--- src/rtl/demux8_pkg.sv ---
// Shared types and helpers for the 8:1 serial deserializer.
// The select width is derived from the slot count by sel_width().
package demux8_pkg;

    typedef enum logic [0:0] {
        ST_IDLE  = 1'b0,
        ST_SHIFT = 1'b1
    } state_t;

    localparam int WIDTH_DEF = 8;

    function automatic int sel_width(input int width);
        return $clog2(width);
    endfunction

endpackage

--- src/rtl/slot_demux.sv ---
// Registered 1-to-WIDTH demux: the serial bit lands in the slot addressed by sel.
// clr wipes the whole shadow so an aborted word cannot leak into the next one.
module slot_demux
    import demux8_pkg::*;
#(
    parameter int WIDTH = WIDTH_DEF,
    localparam int SEL_W = sel_width(WIDTH)
) (
    input  logic             clk,
    input  logic             rst,
    input  logic             clr,
    input  logic             we,
    input  logic [SEL_W-1:0] sel,
    input  logic             din,
    output logic [WIDTH-1:0] shadow
);

    logic [WIDTH-1:0] shadow_q;
    logic [WIDTH-1:0] shadow_d;

    always_comb begin
        shadow_d = shadow_q;
        if (clr) begin
            shadow_d = '0;
        end else if (we) begin
            shadow_d[sel] = din;
        end
    end

    always_ff @(posedge clk) begin
        if (rst) begin
            shadow_q <= '0;
        end else begin
            shadow_q <= shadow_d;
        end
    end

    assign shadow = shadow_q;

endmodule

--- src/rtl/demux8_deser.sv ---
// Receive side of the 8:1 mux serial link: drives the mux select, collects one bit
// per slot and presents the finished word with a one-cycle valid strobe.
//
//   state    | meaning
//   ---------+------------------------------------------------------------
//   ST_IDLE  | waiting for start; sel parked at 0, enable/din ignored
//   ST_SHIFT | capturing din into slot sel on every enabled edge
module demux8_deser
    import demux8_pkg::*;
#(
    parameter int WIDTH = WIDTH_DEF,
    localparam int SEL_W = sel_width(WIDTH)
) (
    input  logic             clk,
    input  logic             rst,
    input  logic             enable,
    input  logic             start,
    input  logic             abort,
    input  logic             din,
    output logic [SEL_W-1:0] sel,
    output logic [WIDTH-1:0] word,
    output logic             valid,
    output logic             busy
);

    localparam logic [SEL_W-1:0] LAST_SLOT = SEL_W'(WIDTH - 1);

    state_t           state_q, state_d;
    logic [SEL_W-1:0] sel_q, sel_d;
    logic [WIDTH-1:0] word_q, word_d;
    logic             valid_q, valid_d;
    logic [WIDTH-1:0] shadow;
    logic             capture;
    logic             last_slot;
    logic             clr_shadow;

    always_ff @(posedge clk) begin
        if (rst) begin
            state_q <= ST_IDLE;
        end else begin
            state_q <= state_d;
        end
    end

    always_comb begin
        state_d = state_q;
        case (state_q)
            ST_IDLE: begin
                if (start && !abort) begin
                    state_d = ST_SHIFT;
                end
            end
            ST_SHIFT: begin
                if (abort || (enable && sel_q == LAST_SLOT)) begin
                    state_d = ST_IDLE;
                end
            end
            default: state_d = ST_IDLE;
        endcase
    end

    // abort outranks a same-cycle final capture, so it gates capture entirely
    always_comb begin
        busy       = (state_q == ST_SHIFT);
        capture    = busy && enable && !abort;
        last_slot  = capture && (sel_q == LAST_SLOT);
        clr_shadow = busy && abort;

        sel_d = sel_q;
        if (!busy || abort) begin
            sel_d = '0;
        end else if (capture) begin
            sel_d = sel_q + SEL_W'(1);
        end

        word_d = word_q;
        if (last_slot) begin
            word_d = {din, shadow[WIDTH-2:0]};
        end

        valid_d = last_slot;
    end

    always_ff @(posedge clk) begin
        if (rst) begin
            sel_q   <= '0;
            word_q  <= '0;
            valid_q <= 1'b0;
        end else begin
            sel_q   <= sel_d;
            word_q  <= word_d;
            valid_q <= valid_d;
        end
    end

    slot_demux #(
        .WIDTH (WIDTH)
    ) u_slot_demux (
        .clk    (clk),
        .rst    (rst),
        .clr    (clr_shadow),
        .we     (capture),
        .sel    (sel_q),
        .din    (din),
        .shadow (shadow)
    );

    assign sel   = sel_q;
    assign word  = word_q;
    assign valid = valid_q;

endmodule

--- config.mk ---
export PLATFORM = sky130hd
export DESIGN_NAME = demux8_deser
export DESIGN_NICKNAME = d
export VERILOG_FILES = /design/src/rtl/demux8_pkg.sv /design/src/rtl/slot_demux.sv /design/src/rtl/demux8_deser.sv
export SDC_FILE = /design/constraint.sdc
export NUM_CORES = 1
export LEC_CHECK = 0
export BUFFER_PORTS_ARGS = -buffer_cell sky130_fd_sc_hd__buf_2
export CORE_AREA = 2 2 43 45
export CTS_CLUSTER_DIAMETER = 40
export DETAILED_ROUTE_END_ITERATION = 8
export DIE_AREA = 0 0 45 47
export PLACE_DENSITY = 0.75
export SLEW_MARGIN = 20
export SYNTH_ARGS = -nofsm -noshare
export SYNTH_HDL_FRONTEND = slang
export SYNTH_SLANG_ARGS = --single-unit
export TNS_END_PERCENT = 1
--- constraint.sdc ---
create_clock -name clk -period 1.89 [get_ports clk]
set_input_delay 0.189 -clock clk [delete_from_list [all_inputs] [get_ports clk]]
set_output_delay 0.189 -clock clk [all_outputs]
set_load 0.01 [all_outputs]
==> results.yml <==
detailed_routing:
  drcViolationCount: 0
  routed_wl_mm: 1.38
  wl_per_cell_um: 11.1
  vias: 640
  drtIter0Drc: 7
  first_pass_iters: 4
  drtAntennaViolNets: 0
  vias_per_cell: 5.12
min_path:
  hold_class: "primary input to flop"
  min_path_cells: 3
clocking:
  cts_tree: "built"
  cts_setup_buffers: 0
  cts_sinks: 20
  cts_buffers: 3
  ctsHoldBuffers: 0
  cts_buffer_depth: 2
  cts_root_buf: "clkbuf_4"
  htreeDepth: 1
  post_cts_resized: 0
  clock_latency_ns: 0.29
  path_clk_slew_ns: 0.10
worst_setup_path:
  criticalPathCategory: "flop to flop"
  endpoint: "word[3]$_SDFFE_PP0P_"
  crit_start: "sel[1]$_SDFFE_PP0P_"
  arrival_ns: 1.67
  worst_setup_path_end_kind: "flop"
  crit_fanout: 9
  critPathRequiredTime_ns: 2.08
  rr_worst_depth: 5
  crit_path_start_kind: "flop"
  r2r_slack_ns: 0.40
  reg2reg_from: "sel[1]$_SDFFE_PP0P_"
  r2r_end: "word[3]$_SDFFE_PP0P_"
final_layout:
  antenna_cells: 0
  layout_commonest_cell: "nand2_1"
  drive_gt1_frac: 0.222
  final_cell_area_um2: 927
  nets: 118
  area_delta_synth_final_pct: 12.6
  post-route-util: 0.561
  most-common-layout-cells: "30 x nand2_1, 20 x dfxtp_1, 18 x buf_2"
global_route:
  grt_max_degree: 12
  grt_pass1_wl_mm: 2.37
  antenna_found_initial: 0
  grt-busiest-layer: "met2"
  gr-total-overflow: 0
  grtUsageMet2: 0.246
  groute.usage.overall: 0.158
  grt_pass1_vias: 574
  use_met1: 0.203
  use_met3: 0.0346
synth:
  netlist_instances: 91
  synth_area_leaders: "dfxtp_1 49%, nand2_1 14%, mux2i_1 11%, a21oi_1 4.9%, ha_1 3.0%"
  synth_top_area_cell: "dfxtp_1"
  syn_area_um2: 823
  synth-seq-cells: 20
  synth.distinct_cells: 19
  yosys.area_share.simple: 0.254
  yosysWarnings: 0
  synth-xor-area-share: 0.0106
  synth-compound-area-share: 0.0729
  synth_nets: 99
  yosysTopAreaCellShare: 0.486
  synthMuxAreaShare: 0.109
  avgSynthCellArea_um2: 9.05
  ys_seq_area_frac: 0.486
  synthAdderAreaFrac: 0.0304
  synth_top_family_by_area: "simple AND/OR/NAND/NOR gates"
floorplanning:
  start_util: 0.498
  die_h_um: 47
  dieWidth_um: 45
  die_area_mm2: 0.00212
  io_pins: 19
  std_cell_rows: 15
  core_area_mm2: 0.00165
sta:
  relSlewSlack: 0.717
  setup_viol: 0
  clock_skew_ns: 0.00390
  whs_ns: 0.154
  min_period_ns: 1.49
  slew_violations: 0
  period_share: 0.787
  worst_pin_slew_ns: 0.424
  setup_tns_ns: 0
  fmax_mhz: 672
  final_hold_viol_count: 0
  rsz0062_at_grt: "no"
power:
  total_power_mw: 0.649
  leakagePower_nw: 0.436
  power_density_mw_per_mm2: 700
  vdd_ir_drop_max_v: 0.000377
placed_design:
  dp_hpwl_mm: 1.04
  placedInstanceArea_um2: 905
  port_buffers: 18
  place_congestion: 0.777
run_status:
  status: "finished, final reports clean"
run:
  drv_cap: 0
area by class of cell:
| type | count | area [um2] |
|---|---|---|
| fill | 175 | 724 |
| sequential | 20 | 400 |
| multi-input combinational | 67 | 393 |
| timing repair buffer | 18 | 90.1 |
| clock buffer | 3 | 22.5 |
| tap | 17 | 21.3 |
through the flow:
stage	setup WS [ns]	std cells
global placement	0.490	122
floorplan	0.541	91
detailed placement	0.402	122
finish	0.403	125
global route	0.232	125
CTS	0.388	125
layer usage:
metal	share of wire	vias up
li1	-	340
met1	0.49	282
met2	0.45	14
met3	0.043	4
met4	0.017	0
met5	0	-
worst min-delay path by stage:
stage                              start                   end  slack (ns)
floorplan                            din  word[7]$_SDFFE_PP0P_        0.32
finish                               din  word[7]$_SDFFE_PP0P_        0.15
global route                         din  word[7]$_SDFFE_PP0P_        0.16
CTS                                  din  word[7]$_SDFFE_PP0P_        0.15
global placement    word[7]$_SDFFE_PP0P_  word[7]$_SDFFE_PP0P_        0.44
detailed placement  word[7]$_SDFFE_PP0P_  word[7]$_SDFFE_PP0P_        0.45
logic make-up (layout without fill, tap and decap cells):
family          count (synthesis)  count (layout)
compound gates                 11              11
fa+ha+maj                       2               2
mux                             9               9
flops                          20              20
buf+inv                         4              21
simple gates                   44              44
xor+xnor                        1               1
state kept, by name, summed over array words and instances (netlist names):
register / flops
word: 8
u_slot_demux.shadow: 7
sel: 3
busy: 1
valid: 1
worst max-delay path, cell delays in order, from the launching register on:
cell and delay, ns:
dfxtp_1 0.44, ha_1 0.19, ha_1 0.17, nand4b_1 0.33, nand2_1 0.18, a21oi_1 0.07
cells in the mapped netlist:
master	count
dfxtp_1	20
ha_1	2
nor2_1	6
and4b_1	2
nand3_1	1
xnor2_1	1
buf_6	1
mux2i_1	9
nand4b_1	1
nor2b_1	2
o21ai_0	1
and4bb_4	1
a31oi_1	1
nand2_1	30
a21oi_1	8
nand2_4	1
clkbuf_1	1
buf_4	2
a21oi_2	1
power breakdown:
part | total (mW) | internal, mW | switching, mW
clock | 0.194 | 0.0741 | 0.120
combinational | 0.0297 | 0.0113 | 0.0183
sequential | 0.425 | 0.423 | 0.00271
total | 0.649 | 0.508 | 0.141
(Power assumes the default switching activity.)
